$ cat config.mk
export PLATFORM = sky130hd
export DESIGN_NAME = fib_arbiter
export DESIGN_NICKNAME = d
export VERILOG_FILES = /design/src/rtl/fib_arbiter.sv
export SDC_FILE = /design/constraint.sdc
export NUM_CORES = 1
export LEC_CHECK = 0
export BUFFER_PORTS_ARGS = -buffer_cell sky130_fd_sc_hd__clkbuf_2
export CELL_PAD_IN_SITES_DETAIL_PLACEMENT = 1
export CELL_PAD_IN_SITES_GLOBAL_PLACEMENT = 2
export CORE_MARGIN = 1.5
export CORE_UTILIZATION = 24
export DETAILED_ROUTE_END_ITERATION = 12
export PLACE_DENSITY_LB_ADDON = 0.1
export SYNTH_ARGS = -nofsm -noshare
export SYNTH_HDL_FRONTEND = slang
export SYNTH_SLANG_ARGS = --single-unit
export TNS_END_PERCENT = 50
$ cat constraint.sdc
create_clock -name clk -period 2 [get_ports clk]
set_input_delay 0.4 -clock clk [delete_from_list [all_inputs] [get_ports clk]]
set_output_delay 0.4 -clock clk [all_outputs]
set_load 0.01 [all_outputs]
$ cat src/rtl/fib_arbiter.sv
// Round-robin arbiter sharing one fib unit among NREQ requesters.
// Optional FIB_ARB_CACHE_EN adds a one-entry result cache that bypasses fib on a repeat index.
module fib_arbiter #(
  parameter int unsigned NREQ = 4,
  parameter int unsigned NW   = 5,
  parameter int unsigned FW   = 20
) (
  input  logic               clk,
  input  logic               reset_n,
  input  logic [NREQ-1:0]    req,
  input  logic [NREQ*NW-1:0] req_n,
  output logic [NREQ-1:0]    done,
  output logic [FW-1:0]      f_out,
  output logic               busy,
  output logic               fib_start,
  output logic [NW-1:0]      fib_i,
  input  logic               fib_ready,
  input  logic               fib_done,
  input  logic [FW-1:0]      fib_f
);

  localparam int unsigned IW = (NREQ > 1) ? $clog2(NREQ) : 1;

  typedef enum logic [1:0] {S_IDLE, S_START, S_WAIT, S_RESP} state_t;

  state_t            state_q, state_d;
  logic [IW-1:0]     ptr_q, ptr_d;
  logic [IW-1:0]     id_q, id_d;
  logic [NW-1:0]     n_q, n_d;
  logic [NREQ-1:0]   done_q, done_d;
  logic [FW-1:0]     f_out_q, f_out_d;
  logic              busy_q, busy_d;
  logic              start_q, start_d;

  logic              grant_v;
  logic [IW-1:0]     grant_id;
  logic [IW-1:0]     scan_idx;
  logic [NW-1:0]     grant_n;

`ifdef FIB_ARB_CACHE_EN
  logic              cache_v_q, cache_v_d;
  logic [NW-1:0]     cache_n_q, cache_n_d;
  logic [FW-1:0]     cache_f_q, cache_f_d;
`endif

  // First set request scanning upward from ptr+1 with wrap
  always_comb begin
    grant_v  = 1'b0;
    grant_id = ptr_q;
    scan_idx = ptr_q;
    for (int unsigned i = 1; i <= NREQ; i++) begin
      scan_idx = IW'((32'(ptr_q) + i) % NREQ);
      if (!grant_v && req[scan_idx]) begin
        grant_v  = 1'b1;
        grant_id = scan_idx;
      end
    end
    grant_n = req_n[32'(grant_id) * NW +: NW];
  end

  always_comb begin
    state_d = state_q;
    ptr_d   = ptr_q;
    id_d    = id_q;
    n_d     = n_q;
    f_out_d = '0;
`ifdef FIB_ARB_CACHE_EN
    cache_v_d = cache_v_q;
    cache_n_d = cache_n_q;
    cache_f_d = cache_f_q;
`endif

    case (state_q)
      S_IDLE: begin
        if (grant_v && fib_ready) begin
          id_d = grant_id;
          n_d  = grant_n;
`ifdef FIB_ARB_CACHE_EN
          if (cache_v_q && (grant_n == cache_n_q)) begin
            state_d = S_RESP;
            f_out_d = cache_f_q;
          end else begin
            state_d = S_START;
          end
`else
          state_d = S_START;
`endif
        end
      end
      S_START: state_d = S_WAIT;
      S_WAIT: begin
        if (fib_done) begin
          state_d = S_RESP;
          f_out_d = fib_f;
`ifdef FIB_ARB_CACHE_EN
          cache_v_d = 1'b1;
          cache_n_d = n_q;
          cache_f_d = fib_f;
`endif
        end
      end
      S_RESP: begin
        ptr_d   = id_q;
        state_d = S_IDLE;
      end
      default: state_d = S_IDLE;
    endcase

    // Outputs are registered copies of what the next state implies
    done_d  = (state_d == S_RESP) ? (NREQ'(1) << id_d) : '0;
    busy_d  = (state_d != S_IDLE);
    start_d = (state_d == S_START);
  end

  always_ff @(posedge clk) begin
    if (!reset_n) begin
      state_q <= S_IDLE;
      ptr_q   <= IW'(NREQ - 1);
      id_q    <= '0;
      n_q     <= '0;
      done_q  <= '0;
      f_out_q <= '0;
      busy_q  <= 1'b0;
      start_q <= 1'b0;
`ifdef FIB_ARB_CACHE_EN
      cache_v_q <= 1'b0;
      cache_n_q <= '0;
      cache_f_q <= '0;
`endif
    end else begin
      state_q <= state_d;
      ptr_q   <= ptr_d;
      id_q    <= id_d;
      n_q     <= n_d;
      done_q  <= done_d;
      f_out_q <= f_out_d;
      busy_q  <= busy_d;
      start_q <= start_d;
`ifdef FIB_ARB_CACHE_EN
      cache_v_q <= cache_v_d;
      cache_n_q <= cache_n_d;
      cache_f_q <= cache_f_d;
`endif
    end
  end

  assign done      = done_q;
  assign f_out     = f_out_q;
  assign busy      = busy_q;
  assign fib_start = start_q;
  assign fib_i     = n_q;

endmodule

==> flow_metrics.env, run 1 <==
export IMPL_slew_headroom_pct=64.2
export IMPL_drive_above_1_share_pct=44.3
export IMPL_fp_row_count=28
export IMPL_finClkSkew_ns=0.00395
export IMPL_grt_ovfl_total=0
export IMPL_seq_area_um2=741
export IMPL_routed_wire_length_per_instance_um=13.8
export IMPL_p_per_area_nw_per_um2=798
export IMPL_critPathKind="reg -> reg"
export IMPL_setup_total_negative_slack_ns=0
export IMPL_clkSinkCount=37
export IMPL_die_area_um2=6530
export IMPL_syn_mean_instance_area_um2=10.1
export IMPL_insertion_delay_ns=0.28
export IMPL_yosys_warnings=0
export IMPL_routed_via_density=4.55
export IMPL_cp_cell_sequence="nand2b_1 -> o211a_2 -> or2_4 -> a211oi_1 -> o32ai_1"
export IMPL_max_cap_viol_count=0
export IMPL_netlist_instances=144
export IMPL_hold_path_endpoint="f_out[14]$_SDFF_PN0_"
export IMPL_fillers=725
export IMPL_multi_input_comb_area_um2=661
export IMPL_overall_die_height_um=80.8
export IMPL_cp_data_arrival_time_ns=1.91
export IMPL_timing_critical_path_to_type="flop"
export IMPL_first_global_vias=1461
export IMPL_fin_worst_hold_slack_ns=0.309
export IMPL_cts_htree_levels=2
export IMPL_antenna_cell_count=0
export IMPL_r2r_end="fib_i[3]$_SDFFE_PN0P_"
export IMPL_area_growth_synth_to_final_pct=40.4
export IMPL_critPathLaunchType="flop"
export IMPL_power_static_leakage_nw=0.977
export IMPL_grt_use_total_pct=13.0
export IMPL_timing_final_max_slew_violations=0
export IMPL_outcome="complete, no violations"
export IMPL_drc_errors=0
export IMPL_initial_core_util_pct=24.7
export IMPL_period_minus_slack_ns=1.73
export IMPL_drt_first_pass_iters=4
export IMPL_synth_sequential_area_ratio_pct=51.0
export IMPL_drtAntennaViolNets=0
export IMPL_core_area_um2=5890
export IMPL_detailedRoute_firstIterationViolations=16
export IMPL_cp_slowest_cell="sky130_fd_sc_hd__dfxtp_1"
export IMPL_final_hold_viol_count=0
export IMPL_cts_buffer_depth=2
export IMPL_post_synth_num_cell_types=33
export IMPL_clock_fmax_mhz=577
export IMPL_port_buffers=78
export IMPL_drt_total_wl_um=4180
export IMPL_register_bit_count_reported_by_yosys=37
export IMPL_worst_r2r_startpoint="ptr_q[0]$_SDFFE_PN1N_"
export IMPL_hold_start="fib_f[14]"
export IMPL_worst_ir_drop_vdd_uv=301
export IMPL_ios=79
export IMPL_cts_tree="built"
export IMPL_worst_hold_path_type="in -> reg"
export IMPL_regToRegSetupSlack_ns=0.27
export IMPL_critical_path_rt_ns=2.18
export IMPL_hpwl_reported_at_the_end_of_detailed_placement_um=3270
export IMPL_clockRootBuffer="sky130_fd_sc_hd__clkbuf_8"
export IMPL_setup_viol=0
export IMPL_clk_pin_slew_ns=0.08
export IMPL_timing_critical_path_slowest_cell_delay_ns=0.44
export IMPL_mappedNetlistArea_um2=1450
export IMPL_antenna_violations_before_repair=0
export IMPL_numCtsBuffers=5
export IMPL_mappedNetlistNets=192
export IMPL_timing_final_crit_share_pct=86.7
export IMPL_ff2ff_path_depth=5
export IMPL_chipWidth_um=80.8
export IMPL_grt_start_max_net_pins=21
export IMPL_route_vias_total=1380
export IMPL_total_number_of_nets_in_the_final_design=275
export IMPL_actual_transition_at_the_worst_max_transition_pin_ns=0.538
export IMPL_grt_pass1_wl_um=6470
export IMPL_grt_setup_unrepaired="no"
export IMPL_place_gp_congestion=0.720
export IMPL_min_delay_path_depth=2
export IMPL_crit_path_max_fanout=12
==> final cells by class <==
class	instances	area share, %
flip-flops and latches	37	36.3
repair buffers	83	21.0
multi-input cells	97	32.4
well taps	75	4.60
clock buffers	7	4.72
clock inverters	1	0.429
inverters	3	0.552
==> cell usage in the layout (no fill, tap or decap), types with 2 or more instances in the layout <==
| cell type | netlist | final |
|---|---|---|
| sky130_fd_sc_hd__nor2_1 | 7 | 7 |
| sky130_fd_sc_hd__and2_1 | 20 | 20 |
| sky130_fd_sc_hd__nand2_1 | 12 | 12 |
| sky130_fd_sc_hd__nor3b_1 | 12 | 12 |
| sky130_fd_sc_hd__or2_1 | 2 | 2 |
| sky130_fd_sc_hd__o211a_1 | 2 | 2 |
| sky130_fd_sc_hd__inv_1 | 2 | 2 |
| sky130_fd_sc_hd__o32ai_1 | 5 | 5 |
| sky130_fd_sc_hd__nand2b_1 | 2 | 2 |
| sky130_fd_sc_hd__nor2b_1 | 2 | 2 |
| sky130_fd_sc_hd__a31oi_1 | 4 | 4 |
| sky130_fd_sc_hd__clkbuf_8 | 0 | 7 |
| sky130_fd_sc_hd__buf_4 | 1 | 5 |
| sky130_fd_sc_hd__nand3_1 | 5 | 5 |
| sky130_fd_sc_hd__a211oi_1 | 10 | 10 |
| sky130_fd_sc_hd__dfxtp_1 | 37 | 37 |
| sky130_fd_sc_hd__clkbuf_2 | 0 | 78 |
==> worst max-delay path, delay by kind of cell, from the launching register on <==
| family | cells | cell delay, ns |
|---|---|---|
| and+or+nand+nor | 2 | 0.43 |
| AOI/OAI and AO/OA | 3 | 0.75 |
| DFF | 1 | 0.44 |
==> per-layer routing <==
metal  track usage (%)  wire length [um]  share of wire [%]
met5                 0                 0                  0
met3              4.16               299                7.2
met2              23.4              2180                 52
met4              5.69                65                1.6
met1              13.8              1630                 39
==> power breakdown <==
group | total [W] | leakage (nW) | internal [W] | switching (W)
combinational | 0.000251 | 0.622 | 0.000122 | 0.000128
sequential | 0.000795 | 0.301 | 0.000770 | 0.0000250
clock | 0.000582 | 0.0549 | 0.000318 | 0.000264
==> worst max-delay path by stage <==
stage | slack, ns | from | end | cells after the start
final | 0.27 | ptr_q[0]$_SDFFE_PN1N_ | fib_i[3]$_SDFFE_PN0P_ | 5
after global routing | 0.12 | ptr_q[0]$_SDFFE_PN1N_ | fib_i[3]$_SDFFE_PN0P_ | 5
after CTS | 0.07 | state_q[1]$_SDFF_PN0_ | fib_i[3]$_SDFFE_PN0P_ | 3
after detailed placement | -0.11 | req[3] | fib_i[3]$_SDFFE_PN0P_ | 5
after global placement | 0.05 | req[3] | fib_i[1]$_SDFFE_PN0P_ | 5
after floorplan | 0.52 | req[3] | fib_i[1]$_SDFFE_PN0P_ | 5
==> logic make-up after synthesis <==
family | after synthesis | synth area share [%]
DFF | 37 | 51.0
and+or+nand+nor | 69 | 28.9
AOI/OAI and AO/OA | 28 | 16.5
buffers and inverters | 10 | 3.53
==> flip-flops by register name (all words and copies together), names as in the netlist <==
signal     cells
f_out         20
fib_i          5
done           4
id_q           2
ptr_q          2
state_q        2
busy           1
fib_start      1
==> cell usage after synthesis <==
| cell | instances | share of area [%] |
|---|---|---|
| sky130_fd_sc_hd__a211oi_1 | 10 | 5.2 |
| sky130_fd_sc_hd__a21oi_1 | 1 | 0.34 |
| sky130_fd_sc_hd__a21oi_2 | 1 | 0.60 |
| sky130_fd_sc_hd__a221o_1 | 1 | 0.69 |
| sky130_fd_sc_hd__a221oi_4 | 1 | 1.8 |
| sky130_fd_sc_hd__a31oi_1 | 4 | 1.7 |
| sky130_fd_sc_hd__and2_1 | 20 | 8.6 |
| sky130_fd_sc_hd__and3_1 | 1 | 0.43 |
| sky130_fd_sc_hd__buf_2 | 2 | 0.69 |
| sky130_fd_sc_hd__buf_4 | 1 | 0.52 |
| sky130_fd_sc_hd__buf_6 | 1 | 0.78 |
| sky130_fd_sc_hd__clkbuf_1 | 3 | 0.78 |
| sky130_fd_sc_hd__dfxtp_1 | 37 | 51 |
| sky130_fd_sc_hd__inv_1 | 2 | 0.52 |
| sky130_fd_sc_hd__inv_2 | 1 | 0.26 |
| sky130_fd_sc_hd__nand2_1 | 12 | 3.1 |
| sky130_fd_sc_hd__nand2_2 | 1 | 0.43 |
| sky130_fd_sc_hd__nand2b_1 | 2 | 0.86 |
| sky130_fd_sc_hd__nand2b_2 | 1 | 0.60 |
| sky130_fd_sc_hd__nand3_1 | 5 | 1.7 |
| sky130_fd_sc_hd__nor2_1 | 7 | 1.8 |
| sky130_fd_sc_hd__nor2b_1 | 2 | 0.86 |
| sky130_fd_sc_hd__nor3_1 | 1 | 0.34 |
| sky130_fd_sc_hd__nor3b_1 | 12 | 6.2 |
| sky130_fd_sc_hd__nor4_2 | 1 | 0.86 |
| sky130_fd_sc_hd__nor4b_4 | 1 | 1.6 |
| sky130_fd_sc_hd__o211a_1 | 2 | 1.4 |
| sky130_fd_sc_hd__o211a_2 | 1 | 0.69 |
| sky130_fd_sc_hd__o21a_1 | 1 | 0.52 |
| sky130_fd_sc_hd__o21ai_2 | 1 | 0.60 |
| sky130_fd_sc_hd__o32ai_1 | 5 | 3.0 |
| sky130_fd_sc_hd__or2_1 | 2 | 0.86 |
| sky130_fd_sc_hd__or2_4 | 1 | 0.60 |
==> metrics by stage <==
stage	cells	total power [W]	instance area, um2	setup WS (ns)	util (%)
floorplan	144	0.000947	1450	0.522	-
global placement	293	0.00105	1920	0.0528	32.6
detailed placement	293	0.00106	1920	-0.112	32.6
CTS	301	0.00166	2020	0.0743	34.4
global route	303	0.00171	2040	0.116	34.7
finish	303	0.00163	2040	0.266	34.7
==> what timing repair did <==
item / in CTS / in global routing
setup buffers: 0 / 2
gates resized for setup: 0 / 0
setup endpoints to repair: 0 / 3
hold buffers: 0 / 0
Note: power is estimated with default switching activity, not from simulation.
==> run 2, diff against run 1 <==
--- a/config.mk
+++ b/config.mk
@@ -14,2 +14,3 @@
 export PLACE_DENSITY_LB_ADDON = 0.1
+export RECOVER_POWER = 50
 export SYNTH_ARGS = -nofsm -noshare
==> constraint.sdc (replaced) <==
create_clock -name clk -period 2 [get_ports clk]
set_input_delay 0.1 -clock clk [delete_from_list [all_inputs] [get_ports clk]]
set_output_delay 0.1 -clock clk [all_outputs]
set_load 0.01 [all_outputs]
==> run 2 against run 1 <==
Effect of this change: register-to-register slack about the same; hold slack worse by 0.30 ns; utilization down 1.4 points; sequential cell count unchanged; via count down 0.65%; maximum frequency up 0.49%; non-clock buffer count down 3; largest power group unchanged; cell count down 1.3%; global-route usage up 0.41 points; sequential power about the same; wire length up 0.93%.
==> flow_metrics.env, run 2 (same netlist as run 1, synthesis figures left out) <==
export IMPL_fillers=726
export IMPL_die_area_um2=6530
export IMPL_timing_critical_path_slowest_cell_delay_ns=0.44
export IMPL_numCtsBuffers=5
export IMPL_crit_path_max_fanout=12
export IMPL_timing_final_crit_share_pct=86.3
export IMPL_clkSinkCount=37
export IMPL_grt_setup_unrepaired="no"
export IMPL_cts_buffer_depth=2
export IMPL_detailedRoute_firstIterationViolations=24
export IMPL_area_growth_synth_to_final_pct=34.5
export IMPL_cp_slowest_cell="sky130_fd_sc_hd__dfxtp_1"
export IMPL_r2r_end="fib_i[3]$_SDFFE_PN0P_"
export IMPL_timing_final_max_slew_violations=0
export IMPL_routed_via_density=4.59
export IMPL_hold_start="fib_f[8]"
export IMPL_antenna_violations_before_repair=0
export IMPL_setup_total_negative_slack_ns=0
export IMPL_largest_reg_flops=20
export IMPL_chipWidth_um=80.8
export IMPL_fp_row_count=28
export IMPL_route_vias_total=1371
export IMPL_cts_htree_levels=2
export IMPL_critPathKind="reg -> reg"
export IMPL_place_gp_congestion=0.754
export IMPL_critical_path_rt_ns=2.18
export IMPL_cts_resized=0
export IMPL_finClkSkew_ns=0.00413
export IMPL_actual_transition_at_the_worst_max_transition_pin_ns=0.534
export IMPL_cts_hold_buffers=0
export IMPL_antenna_cell_count=0
export IMPL_mostFrequentLayoutCells="47 x sky130_fd_sc_hd__clkbuf_2, 37 x sky130_fd_sc_hd__dfxtp_1, 32 x sky130_fd_sc_hd__clkbuf_1, 20 x sky130_fd_sc_hd__and2_1"
export IMPL_total_number_of_nets_in_the_final_design=272
export IMPL_cts_setup_buffers=0
export IMPL_period_minus_slack_ns=1.73
export IMPL_worst_r2r_startpoint="ptr_q[0]$_SDFFE_PN1N_"
export IMPL_grt_start_max_net_pins=21
export IMPL_grt_pass1_wl_um=6630
export IMPL_ff2ff_path_depth=5
export IMPL_drtAntennaViolNets=0
export IMPL_critPathLaunchType="flop"
export IMPL_cts_tree="built"
export IMPL_postLayoutCoreUtil_pct=33.2
export IMPL_final_hold_viol_count=0
export IMPL_grt_use_total_pct=13.4
export IMPL_drt_first_pass_iters=4
export IMPL_clock_fmax_mhz=580
export IMPL_final_common_cell="sky130_fd_sc_hd__clkbuf_2"
export IMPL_setup_viol=0
export IMPL_drc_errors=0
export IMPL_p_per_area_nw_per_um2=782
export IMPL_worst_ir_drop_vdd_uv=332
export IMPL_clk_pin_slew_ns=0.07
export IMPL_hpwl_reported_at_the_end_of_detailed_placement_um=3330
export IMPL_overall_die_height_um=80.8
export IMPL_drt_total_wl_um=4220
export IMPL_drive_above_1_share_pct=29.0
export IMPL_initial_core_util_pct=24.7
export IMPL_port_buffers=78
export IMPL_grt_ovfl_total=0
export IMPL_routed_wire_length_per_instance_um=14.1
export IMPL_cp_data_arrival_time_ns=1.91
export IMPL_worst_hold_path_type="in -> reg"
export IMPL_slew_headroom_pct=64.4
export IMPL_power_static_leakage_nw=0.842
export IMPL_min_delay_path_depth=2
export IMPL_clockRootBuffer="sky130_fd_sc_hd__clkbuf_8"
export IMPL_timing_critical_path_to_type="flop"
export IMPL_outcome="complete, no violations"
export IMPL_max_cap_viol_count=0
export IMPL_cp_cell_sequence="nand2b_1 -> o211a_2 -> or2_4 -> a211oi_1 -> o32ai_1"
export IMPL_core_area_um2=5890
export IMPL_hold_path_endpoint="f_out[8]$_SDFF_PN0_"
export IMPL_first_global_vias=1422
export IMPL_insertion_delay_ns=0.28
export IMPL_ios=79
export IMPL_regToRegSetupSlack_ns=0.27
[run 2: worst max-delay path, delay by kind of cell (launching register included)]
kind | cells | cell delay [ns]
compound gates | 3 | 0.77
flops | 1 | 0.44
simple gates | 2 | 0.43
[run 2: how the worst max path moves through the flow]
stage,from,to,slack (ns)
after floorplan,ptr_q[0]$_SDFFE_PN1N_,fib_i[1]$_SDFFE_PN0P_,0.54
after global placement,ptr_q[0]$_SDFFE_PN1N_,fib_i[1]$_SDFFE_PN0P_,0.45
after detailed placement,ptr_q[0]$_SDFFE_PN1N_,fib_i[3]$_SDFFE_PN0P_,0.29
after CTS,ptr_q[0]$_SDFFE_PN1N_,fib_i[3]$_SDFFE_PN0P_,0.27
after global routing,ptr_q[0]$_SDFFE_PN1N_,fib_i[3]$_SDFFE_PN0P_,0.16
final,ptr_q[0]$_SDFFE_PN1N_,fib_i[3]$_SDFFE_PN0P_,0.27
[run 2: final cells by class]
class                           count  area (um2)  area share, %
Clock buffer                        6        72.6           3.71
Clock inverter                      1        8.76          0.448
Inverter                            3        11.3          0.576
Multi-Input combinational cell     97         661           33.8
Sequential cell                    37         741           37.9
Tap cell                           75        93.8           4.80
Timing Repair Buffer               80         367           18.8
[run 2: where the power goes]
group	switching [W]	total, W	leakage (nW)	internal, W
registers	0.0000270	0.000797	0.301	0.000770
clock network	0.000257	0.000498	0.0412	0.000241
logic	0.000124	0.000233	0.500	0.000109
total	0.000408	0.00153	0.842	0.00112
[run 2: per-stage QoR]
stage	instances	total power, W	hold WS (ns)	instance area, um2	setup slack [ns]
after global placement	292	0.00105	0.299	1910	0.451
after floorplan	144	0.000947	0.222	1450	0.542
after global routing	299	0.00162	0.00569	1950	0.158
after detailed placement	292	0.00106	0.309	1910	0.293
final	299	0.00153	0.0135	1950	0.275
after CTS	299	0.00157	0.00308	1990	0.265
[run 2: per-layer routing]
layer	up-vias	track usage [%]	wire (um)
met3	4	4.04	282
li1	666	-	-
met2	47	25.5	2310
met4	0	4.14	29
met1	654	14.0	1600
met5	-	0	0
